<file path="config.mk">
export PLATFORM = sky130hd
export DESIGN_NAME = lifo_param_flat
export DESIGN_NICKNAME = d
export VERILOG_FILES = /design/src/rtl/lifo_pkg.sv /design/src/rtl/lifo_param_if.sv /design/src/rtl/lifo_mem.sv /design/src/rtl/lifo_param.sv /design/src/flat_wrapper.sv
export SDC_FILE = /design/constraint.sdc
export NUM_CORES = 1
export LEC_CHECK = 0
export ABC_AREA = 0
export CAP_MARGIN = 20
export CORE_MARGIN = 1.5
export CORE_UTILIZATION = 66
export CTS_BUF_LIST = sky130_fd_sc_hd__clkbuf_4
export DETAILED_ROUTE_END_ITERATION = 12
export GPL_TIMING_DRIVEN = 0
export PLACE_DENSITY = 0.87
export SETUP_SLACK_MARGIN = 0.5
export SYNTH_ARGS = -nofsm -noshare
export SYNTH_HDL_FRONTEND = slang
export SYNTH_SLANG_ARGS = --single-unit
</file>
<file path="constraint.sdc">
create_clock -name clk -period 6.6 [get_ports clk]
set_clock_uncertainty 0.2 [all_clocks]
set_input_delay 1.32 -clock clk [delete_from_list [all_inputs] [get_ports clk]]
set_output_delay 1.32 -clock clk [all_outputs]
set_load 0.05 [all_outputs]
</file>
<file path="src/rtl/lifo_pkg.sv">
// Shared definitions for the lifo_param stack: derived widths and the {push,pop} op encoding.
package lifo_pkg;

    function automatic int unsigned cnt_w(input int unsigned depth);
        return $clog2(depth + 1);
    endfunction

    function automatic int unsigned ptr_w(input int unsigned depth);
        return $clog2(depth);
    endfunction

    typedef enum logic [1:0] {
        OP_IDLE = 2'b00,
        OP_POP  = 2'b01,
        OP_PUSH = 2'b10,
        OP_REPL = 2'b11
    } op_e;

endpackage

</file>
<file path="src/rtl/lifo_param_if.sv">
// Push/pop request and status bundle between a stack user (master) and lifo_param (slave).
interface lifo_param_if
    import lifo_pkg::*;
#(
    parameter int unsigned DATA_W = 8,
    parameter int unsigned DEPTH  = 16
);
    localparam int unsigned CNT_W = cnt_w(DEPTH);

    logic              push;
    logic              pop;
    logic [DATA_W-1:0] wr_data;
    logic [DATA_W-1:0] rd_data;
    logic              rd_valid;
    logic [DATA_W-1:0] top;
    logic [CNT_W-1:0]  count;
    logic              full;
    logic              empty;
    logic              almost_full;
    logic              error;

    modport master (
        output push, pop, wr_data,
        input  rd_data, rd_valid, top, count, full, empty, almost_full, error
    );

    modport slave (
        input  push, pop, wr_data,
        output rd_data, rd_valid, top, count, full, empty, almost_full, error
    );

endinterface

</file>
<file path="src/rtl/lifo_mem.sv">
// DEPTH x DATA_W register array: one synchronous write port, one asynchronous read port.
module lifo_mem
    import lifo_pkg::*;
#(
    parameter int unsigned DATA_W = 8,
    parameter int unsigned DEPTH  = 16
) (
    input  logic                      clk,
    input  logic                      i_we,
    input  logic [ptr_w(DEPTH)-1:0]   i_waddr,
    input  logic [DATA_W-1:0]         i_wdata,
    input  logic [ptr_w(DEPTH)-1:0]   i_raddr,
    output logic [DATA_W-1:0]         o_rdata
);
    logic [DATA_W-1:0] r_mem [DEPTH];

    always_ff @(posedge clk) begin
        if (i_we) begin
            r_mem[i_waddr] <= i_wdata;
        end
    end

    assign o_rdata = r_mem[i_raddr];

endmodule

</file>
<file path="src/rtl/lifo_param.sv">
// Parametrised LIFO with replace-on-push+pop, peek, count and almost-full.
// Define LIFO_WRAP_EN to make push-when-full overwrite the oldest entry instead of erroring.
module lifo_param
    import lifo_pkg::*;
#(
    parameter int unsigned DATA_W    = 8,
    parameter int unsigned DEPTH     = 16,
    parameter int unsigned AF_THRESH = DEPTH - 2
) (
    input  logic        clk,
    input  logic        rst,
    lifo_param_if.slave bus
);
    localparam int unsigned CNT_W = cnt_w(DEPTH);
    localparam int unsigned PTR_W = ptr_w(DEPTH);
    localparam logic [PTR_W-1:0] PTR_ONE = PTR_W'(1);
    localparam logic [CNT_W-1:0] CNT_ONE = CNT_W'(1);

    logic [PTR_W-1:0]  r_sp;
    logic [CNT_W-1:0]  r_count;
    logic [DATA_W-1:0] r_rd_data;
    logic              r_rd_valid;
    logic              r_error;

    op_e               w_op;
    logic              w_empty;
    logic              w_full;
    logic [PTR_W-1:0]  w_top_addr;
    logic [DATA_W-1:0] w_top_data;
    logic              w_we;
    logic [PTR_W-1:0]  w_waddr;

    assign w_op       = op_e'({bus.push, bus.pop});
    assign w_empty    = (r_count == '0);
    assign w_full     = (r_count == CNT_W'(DEPTH));
    assign w_top_addr = r_sp - PTR_ONE;

    lifo_mem #(
        .DATA_W (DATA_W),
        .DEPTH  (DEPTH)
    ) u_mem (
        .clk     (clk),
        .i_we    (w_we),
        .i_waddr (w_waddr),
        .i_wdata (bus.wr_data),
        .i_raddr (w_top_addr),
        .o_rdata (w_top_data)
    );

    // When full the ring is closed, so sp already points at the oldest slot.
    always_comb begin
        w_we    = 1'b0;
        w_waddr = r_sp;
        case (w_op)
            OP_PUSH: begin
`ifdef LIFO_WRAP_EN
                w_we = 1'b1;
`else
                w_we = !w_full;
`endif
            end
            OP_REPL: begin
                w_we    = !w_empty;
                w_waddr = w_top_addr;
            end
            default: ;
        endcase
    end

    always_ff @(posedge clk or negedge rst) begin
        if (!rst) begin
            r_sp       <= '0;
            r_count    <= '0;
            r_rd_data  <= '0;
            r_rd_valid <= 1'b0;
            r_error    <= 1'b0;
        end else begin
            r_rd_valid <= 1'b0;
            r_error    <= 1'b0;
            case (w_op)
                OP_PUSH: begin
                    if (!w_full) begin
                        r_sp    <= r_sp + PTR_ONE;
                        r_count <= r_count + CNT_ONE;
                    end else begin
`ifdef LIFO_WRAP_EN
                        r_sp <= r_sp + PTR_ONE;
`else
                        r_error <= 1'b1;
`endif
                    end
                end
                OP_POP: begin
                    if (!w_empty) begin
                        r_rd_data  <= w_top_data;
                        r_rd_valid <= 1'b1;
                        r_sp       <= r_sp - PTR_ONE;
                        r_count    <= r_count - CNT_ONE;
                    end else begin
                        r_error <= 1'b1;
                    end
                end
                OP_REPL: begin
                    r_rd_valid <= 1'b1;
                    r_rd_data  <= w_empty ? bus.wr_data : w_top_data;
                end
                default: ;
            endcase
        end
    end

    assign bus.rd_data     = r_rd_data;
    assign bus.rd_valid    = r_rd_valid;
    assign bus.error       = r_error;
    assign bus.count       = r_count;
    assign bus.empty       = w_empty;
    assign bus.full        = w_full;
    assign bus.almost_full = (r_count >= CNT_W'(AF_THRESH));
    assign bus.top         = w_empty ? '0 : w_top_data;

endmodule
</file>
<file path="src/flat_wrapper.sv">
// flat-port wrapper written by rule: the top's interface ports become plain ports
module lifo_param_flat import lifo_pkg::*;
#(
    parameter int unsigned DATA_W    = 8,
    parameter int unsigned DEPTH     = 16,
    parameter int unsigned AF_THRESH = DEPTH - 2
)
  (clk, rst, bus_push, bus_pop, bus_wr_data, bus_rd_data, bus_rd_valid, bus_top, bus_count, bus_full, bus_empty, bus_almost_full, bus_error);
  lifo_param_if #(.DATA_W(DATA_W), .DEPTH(DEPTH)) bus_i ();
  input  logic clk;
  input  logic rst;
  input wire logic [$bits(bus_i.push)-1:0] bus_push;
  input wire logic [$bits(bus_i.pop)-1:0] bus_pop;
  input wire logic [$bits(bus_i.wr_data)-1:0] bus_wr_data;
  output wire logic [$bits(bus_i.rd_data)-1:0] bus_rd_data;
  output wire logic [$bits(bus_i.rd_valid)-1:0] bus_rd_valid;
  output wire logic [$bits(bus_i.top)-1:0] bus_top;
  output wire logic [$bits(bus_i.count)-1:0] bus_count;
  output wire logic [$bits(bus_i.full)-1:0] bus_full;
  output wire logic [$bits(bus_i.empty)-1:0] bus_empty;
  output wire logic [$bits(bus_i.almost_full)-1:0] bus_almost_full;
  output wire logic [$bits(bus_i.error)-1:0] bus_error;
  assign bus_i.push = bus_push;
  assign bus_i.pop = bus_pop;
  assign bus_i.wr_data = bus_wr_data;
  assign bus_rd_data = bus_i.rd_data;
  assign bus_rd_valid = bus_i.rd_valid;
  assign bus_top = bus_i.top;
  assign bus_count = bus_i.count;
  assign bus_full = bus_i.full;
  assign bus_empty = bus_i.empty;
  assign bus_almost_full = bus_i.almost_full;
  assign bus_error = bus_i.error;
  lifo_param #(.DATA_W(DATA_W), .DEPTH(DEPTH), .AF_THRESH(AF_THRESH)) u_core (.clk(clk), .rst(rst), .bus(bus_i));
endmodule
</file>
### After elaboration in Yosys (flattened, before gate mapping)

Memories as Yosys holds them, arrays and structs flattened.
Index checks and enable logic that the tools add are counted.

| word-level totals | value |
|---|---|
| bits of input ports | 12 |
| bits in writable memories | 128 |
| register bits | 19 |
| output and inout bits | 26 |
| memories | 1 |

| operators by class | value |
|---|---|
| $add $sub $neg | 4 |
| reduce and logical (&&, ||, !) cells | 7 |
| magnitude comparators | 1 |
| multiplexer cells | 19 |
| equal/unequal tests | 6 |

Memories:

| name | depth | width | rd ports | clocked after memory_dff | wr ports | RTL line | RTL |
|---|---|---|---|---|---|---|---|
| u_core.u_mem.r_mem | 16 | 8 | 1 | 0 | 1 | lifo_mem.sv:15 | `logic [DATA_W-1:0] r_mem [DEPTH];` |

Operator list:

| cell | count |
|---|---|
| 8-bit 2-to-1 mux | 3 |
| 8-bit one-hot mux with 2 select lines | 1 |
| 4-bit 2-to-1 mux | 3 |
| 5-bit 2-to-1 mux | 2 |
| 5-bit one-hot mux with 2 select lines | 1 |
| 4-bit one-hot mux with 2 select lines | 1 |
| 1-bit one-hot mux with 2 select lines | 3 |
| 5-bit by 1-bit adder with 5-bit output, second input constant | 1 |
| 5-bit == test, second input constant | 1 |
| 5-bit by 4-bit greater-or-equal comparator with 1-bit output, second input constant | 1 |
| 5-bit logical NOT | 1 |
| 1-bit 2-to-1 mux | 5 |
| 5-bit by 1-bit subtractor with 5-bit output, second input constant | 1 |
| 4-bit by 1-bit adder with 4-bit output, second input constant | 1 |
| 2-bit == test, second input constant | 2 |
| 2-bit inequality test, second input constant | 2 |
| 2-bit nonzero test | 2 |
| 4-bit by 1-bit subtractor with 4-bit output, second input constant | 1 |
| 3-bit AND reduction | 1 |
| 2-bit by 1-bit == test with 1-bit output, second input constant | 1 |
| 1-bit logical NOT | 2 |
| 2-bit AND reduction | 1 |

### Depth between registers and ports, before layout

| depth | value |
|---|---|
| depth after elaboration | 5 |
| gate-level depth with buffers | 10 |
| mapped depth without buffers | 8 |

### Cells and area by module

A second synthesis with hierarchy kept.

| second synthesis, totals | value |
|---|---|
| cell total of the unflattened synthesis | 383 |
| area, all modules | 6497.5 um^2 |

By module, submodules not included:

| module | times used | cells each | area an instance (um^2) | sequential area each (um^2) |
|---|---|---|---|---|
| lifo_mem | 1 | 221 | 4987.3 | 3843.7 |
| lifo_param | 1 | 162 | 1510.2 | 475.5 |

### Worst setup path before layout

No wires, ideal clock.

| path | value |
|---|---|
| kind | reg2out |
| start point | register u_core.r_sp[1] |
| end point | output port bus_top[2] |
| data arrival time | 2.634 ns |
| setup slack | 2.446 ns |
| cell stages (with the launch flop) | 11 |
| buffers on the path | 4 |
| cells stage by stage | dfrtp_1 > clkbuf_1 > inv_1 > ha_1 > buf_6 > buf_12 > clkbuf_4 > mux4_2 > mux2i_1 > mux2_2 > nor2_1 |

| on the way | value |
|---|---|
| word-level cells in the longest chain between the ends | 3 |

Ends and longest elaborated chain:

| what | RTL line | RTL |
|---|---|---|
| start: declaration | lifo_param.sv:19 | `logic [PTR_W-1:0] r_sp;` |
| start signal: assignment | lifo_param.sv:83 | `r_sp <= r_sp + PTR_ONE;` |
| start signal: assignment | lifo_param.sv:97 | `r_sp <= r_sp - PTR_ONE;` |
| 4-bit by 1-bit subtractor with 4-bit output | lifo_param.sv:36 | `assign w_top_addr = r_sp - PTR_ONE;` |
| memory 16 x 8 bit | - |  |
| 8-bit 2-to-1 mux | lifo_param.sv:119 | `assign bus.top = w_empty ? '0 : w_top_data;` |
| end: declaration | flat_wrapper.sv:17 | `output wire logic [$bits(bus_i.top)-1:0] bus_top;` |

No other way between the ends.

### Worst setup path in the final report

| path | value |
|---|---|
| start point | register u_core.r_sp[1] |
| end point | output port bus_top[1] |

The elaborated chain is that of the path after synthesis.

==> flow_summary.html <==
<table>
<tr><th>Metric</th><th>Value</th></tr>
<tr><th colspan="2">Logic synthesis</th></tr>
<tr><td>EDFF count, synth</td><td>128</td></tr>
<tr><td>Synthesis Warnings</td><td>0</td></tr>
<tr><td>Average size of a mapped cell</td><td>17.1 um^2</td></tr>
<tr><td>Fraction of the mapped netlist area in adder cells</td><td>1.84%</td></tr>
<tr><td>Sequential cell area fraction in the yosys report</td><td>66.1%</td></tr>
<tr><td>Post-synthesis mux area share</td><td>12.9%</td></tr>
<tr><td>Cells after synthesis</td><td>382</td></tr>
<tr><td>Ys async rst share</td><td>12.9%</td></tr>
<tr><td>Cell variety after synth</td><td>50</td></tr>
<tr><td>Post-synth design cell area</td><td>6540 um^2</td></tr>
<tr><td>Most used DFF post-synth</td><td>edfxtp_1</td></tr>
<tr><td>Fraction of the mapped netlist area in compound gates</td><td>7.52%</td></tr>
<tr><td>Combinational family with the most area after synthesis</td><td>multiplexers</td></tr>
<tr><td>Seq cells post-synth</td><td>147</td></tr>
<tr><td>Net count of the mapped netlist</td><td>403</td></tr>
<tr><td>Synthesized-area fraction occupied by and/or/nand/nor cells</td><td>6.18%</td></tr>
<tr><td>Xor/xnor cell area share of the yosys netlist</td><td>1.61%</td></tr>
<tr><th colspan="2">Global routing</th></tr>
<tr><td>Number of antenna violations at the first check in global routing</td><td>0</td></tr>
<tr><td>First-pass GRT wire length</td><td>21900 um</td></tr>
<tr><td>Global-route total usage across every layer</td><td>30.4%</td></tr>
<tr><td>Remaining global-route overflow</td><td>0</td></tr>
<tr><td>Vias in the first global route</td><td>3749</td></tr>
<tr><td>Pin count of the biggest net entering global routing</td><td>20</td></tr>
<tr><th colspan="2">Finish</th></tr>
<tr><td>Count of nets after finishing</td><td>460</td></tr>
<tr><td>Cell Count, Final, Fillers Out</td><td>583</td></tr>
<tr><td>Filler Cells Inserted</td><td>540</td></tr>
<tr><td>Area Overhead vs Synth</td><td>13.0%</td></tr>
<tr><td>Design Area, Final</td><td>7390 um^2</td></tr>
<tr><td>Share of cells above drive strength 1</td><td>17.8%</td></tr>
<tr><td>Antenna diode count</td><td>0</td></tr>
<tr><td>Post-layout utilization of the core</td><td>76.3%</td></tr>
<tr><th colspan="2">Drt</th></tr>
<tr><td>Number of design-rule violations left by the first detailed-router iteration</td><td>490</td></tr>
<tr><td>Post-detailed-route count of antenna-violating nets</td><td>0</td></tr>
<tr><td>Drt via density</td><td>6.75</td></tr>
<tr><td># DRC</td><td>0</td></tr>
<tr><td>Number of iterations in the first detailed-routing pass</td><td>6</td></tr>
<tr><td>Vias</td><td>3935</td></tr>
<tr><td>Detailed-route wire length per cell</td><td>25.3 um</td></tr>
<tr><td>DRT Wirelength</td><td>14700 um</td></tr>
<tr><th colspan="2">Hold path</th></tr>
<tr><td>Worst min-delay path class</td><td>reg -&gt; reg</td></tr>
<tr><th colspan="2">CTS</th></tr>
<tr><td>Clock latency of the later-clocked register in the worst-skew pair</td><td>0.52 ns</td></tr>
<tr><td>Hold buffers post-CTS</td><td>0</td></tr>
<tr><td>Resized cells post-CTS</td><td>0</td></tr>
<tr><td>Post-CTS Repair Setup Buffers</td><td>0</td></tr>
<tr><td>Max clock buf depth</td><td>2</td></tr>
<tr><td>Clock tree from TritonCTS</td><td>built</td></tr>
<tr><td>CTS root buf</td><td>clkbuf_4</td></tr>
<tr><td>CTS sink cnt</td><td>147</td></tr>
<tr><td>Clk pin slew, worst setup/hold paths</td><td>0.13 ns</td></tr>
<tr><td>CTS Buf Count</td><td>17</td></tr>
<tr><td>CTS HTree Levels</td><td>4</td></tr>
<tr><th colspan="2">Critical path</th></tr>
<tr><td>Critical Path Max Stage Delay</td><td>0.72 ns</td></tr>
<tr><td>Crit path arrival time</td><td>4.09 ns</td></tr>
<tr><td>Sort of element at the end of the critical path</td><td>output pin</td></tr>
<tr><td>Required @ worst endpoint</td><td>5.08 ns</td></tr>
<tr><td>Worst-path cell with the longest stage delay</td><td>clkdlybuf4s50_1</td></tr>
<tr><td>Maximum fanout along the worst path</td><td>10</td></tr>
<tr><td>Kind of start point of the critical path</td><td>flop</td></tr>
<tr><td>Cell breakdown of the critical path</td><td>clkbuf_1 &gt; inv_1 &gt; ha_1 &gt; buf_6 &gt; buf_2 &gt; mux4_1 &gt; a221oi_2 &gt; nor2_1 &gt; clkdlybuf4s50_1</td></tr>
<tr><td>Critical Setup Path Class</td><td>reg -&gt; out</td></tr>
<tr><th colspan="2">Power and ir drop</th></tr>
<tr><td>Fraction of power consumed by the clock network</td><td>15.2%</td></tr>
<tr><td>Flop pwr share</td><td>30.8%</td></tr>
<tr><td>Switching power summed over all nets</td><td>1.71 mW</td></tr>
<tr><td>Power share of the combinational group</td><td>54.1%</td></tr>
<tr><td>Switching fraction of total power</td><td>42.7%</td></tr>
<tr><td>Max VDD drop</td><td>394 uV</td></tr>
<tr><td>Power per unit of standard cell area</td><td>542 nW/um^2</td></tr>
<tr><td>Internal power contribution</td><td>2.30 mW</td></tr>
<tr><td>Pleak</td><td>2.58 nW</td></tr>
<tr><th colspan="2">Run status</th></tr>
<tr><td>Run status</td><td>completed</td></tr>
<tr><th colspan="2">Flow run</th></tr>
<tr><td>Count of maximum capacitance violations</td><td>0</td></tr>
<tr><th colspan="2">STA</th></tr>
<tr><td>Share of the clock period used by the worst path</td><td>85.0%</td></tr>
<tr><td>Unrepaired setup endpoints after global routing</td><td>no</td></tr>
<tr><td>Setup violation total in the final timing report</td><td>0</td></tr>
<tr><td>Number of slew-limit violations in the final report</td><td>0</td></tr>
<tr><td>Final Hold Fails</td><td>0</td></tr>
<tr><td>Remaining max-slew budget at the tightest pin</td><td>29.4%</td></tr>
<tr><td>Final critical path time including I/O delays and setup</td><td>5.61 ns</td></tr>
<tr><td>Worst Tran Pin Value</td><td>1.06 ns</td></tr>
<tr><td>Fmax</td><td>178 MHz</td></tr>
<tr><td>TNS Setup</td><td>0 ns</td></tr>
<tr><th colspan="2">Floorplan</th></tr>
<tr><td>Standard cell core area</td><td>9680 um^2</td></tr>
<tr><td>Cell Rows</td><td>36</td></tr>
<tr><td>Die outline height</td><td>103 um</td></tr>
<tr><td>DIE WIDTH</td><td>103 um</td></tr>
<tr><td>I/O pin count</td><td>38</td></tr>
<tr><td>Die Outline Area</td><td>10500 um^2</td></tr>
<tr><td>Effective utilization at floorplan</td><td>67.5%</td></tr>
<tr><th colspan="2">Placed design</th></tr>
<tr><td>Placed cell areas</td><td>7070 um^2</td></tr>
<tr><td>Port buffer count</td><td>37</td></tr>
<tr><td>Detailed placer's ending HPWL</td><td>9040 um</td></tr>
<tr><td>GPL Wtd Cong</td><td>0.850</td></tr>
<tr><td>Total placed cells including tap cells</td><td>552</td></tr>
</table>
-- cell usage in the layout, fill, tap and decap left out, types with 9 or more instances in the layout --
master	Yosys	final
edfxtp_1	128	128
clkdlybuf4s50_1	0	37
nor2_1	34	34
clkbuf_4	2	19
dfrtp_1	19	19
mux4_1	18	18
a21oi_1	16	16
mux4_2	14	14
xnor2_1	9	9
nand3_1	9	9
-- worst paths after layout --
path | startpoint | endpoint | slack, ns | depth (start not counted)
worst max-delay path | u_core.r_sp[1]$_DFFE_PN0P_ | bus_top[1] | 0.99 | 9
worst min-delay path | u_core.bus.rd_data[4]$_DFFE_PN0P_ | u_core.bus.rd_data[4]$_DFFE_PN0P_ | 0.38 | 2
worst max register to register | u_core.r_sp[1]$_DFFE_PN0P_ | u_core.u_mem.r_mem[8][3]$_DFFE_PP_ | 3.27 | 8
min in group asynchronous | rst | u_core.bus.count[2]$_DFFE_PN0P_ | 1.08 | 1
max in group asynchronous | rst | u_core.bus.rd_data[2]$_DFFE_PN0P_ | 4.55 | 1
worst min register to register | u_core.bus.rd_data[4]$_DFFE_PN0P_ | u_core.bus.rd_data[4]$_DFFE_PN0P_ | 0.38 | 2
-- synth_stat cells (all sizes together) (3+ instances only) --
master | count | area share, %
edfxtp | 128 | 59
inv | 9 | 0.52
a22o | 8 | 1.1
and3 | 8 | 0.77
o221ai | 7 | 1.1
xnor2 | 9 | 1.2
buf | 13 | 2.0
nand3 | 9 | 0.69
a221oi | 6 | 1.4
mux2i | 3 | 0.46
a32oi | 3 | 0.40
nor3 | 8 | 0.61
xor2 | 3 | 0.40
dfrtp | 19 | 7.3
a21oi | 17 | 1.4
clkbuf | 9 | 1.2
mux4 | 32 | 12
nor2 | 35 | 2.0
a31oi | 3 | 0.29
ha | 8 | 1.5
nor2b | 7 | 0.67
o21ai | 13 | 1.0
nand2 | 6 | 0.34
-- state kept, by name, indices dropped and copies added, names as in the netlist --
| signal | count |
|---|---|
| u_core.bus.rd_data | 8 |
| u_core.bus.rd_valid | 1 |
| u_core.bus.count | 5 |
| u_core.u_mem.r_mem | 128 |
| u_core.r_sp | 4 |
| u_core.bus.error | 1 |
-- critical path, delay by kind of cell, from the launching register on --
| kind | cells | cell delay (ns) |
|---|---|---|
| buf+inv | 5 | 1.70 |
| simple gates | 1 | 0.11 |
| fa+ha+maj | 1 | 0.32 |
| compound gates | 1 | 0.40 |
| mux | 1 | 0.63 |
| flops | 1 | 0.40 |
-- kinds of logic (layout without fill, tap and decap cells) --
family / after synthesis / after routing
xor+xnor: 12 / 12
fa+ha+maj: 9 / 9
simple gates: 81 / 81
compound gates: 64 / 64
buf+inv: 32 / 100
mux: 37 / 37
flops: 147 / 147
-- metal layers --
layer | GRT usage, % | vias up | share of wire (%)
li1 | - | 1663 | -
met1 | 39.8 | 1934 | 37
met2 | 49.4 | 281 | 49
met3 | 9.49 | 57 | 10
met4 | 10.0 | 0 | 3.2
met5 | 0 | - | 0
-- final cells by class --
type / count / area (um^2) / share of cell area [%]
clock inverters: 13 / 176 / 2.39
repair buffers: 38 / 382 / 5.16
well taps: 133 / 166 / 2.25
clock buffers: 17 / 128 / 1.73
flip-flops and latches: 147 / 4320 / 58.4
plain buffers: 22 / 214 / 2.90
inverters: 10 / 42.5 / 0.576
multi-input cells: 203 / 1960 / 26.5
-- power groups by stage --
| stage | Clock, mW | Combinational [mW] | Sequential [mW] |
|---|---|---|---|
| 2_1_floorplan | 0 | 1.42 | 1.37 |
| 3_3_place_gp | 0 | 2.08 | 1.24 |
| 3_5_place_dp | 0 | 2.13 | 1.25 |
| 4_1_cts | 0.608 | 2.15 | 1.23 |
| 5_1_grt | 0.648 | 2.28 | 1.25 |
| 6_report | 0.608 | 2.17 | 1.23 |
-- metrics by stage --
step | hold WS (ns) | worst slack [ns] | total power [mW]
floorplan | 0.476 | 2.45 | 2.78
global placement | 0.327 | 1.63 | 3.32
detailed placement | 0.344 | 1.54 | 3.38
CTS | 0.372 | 0.991 | 3.99
global route | 0.409 | 0.784 | 4.17
finish | 0.376 | 0.993 | 4.01
(Power assumes the default switching activity.)
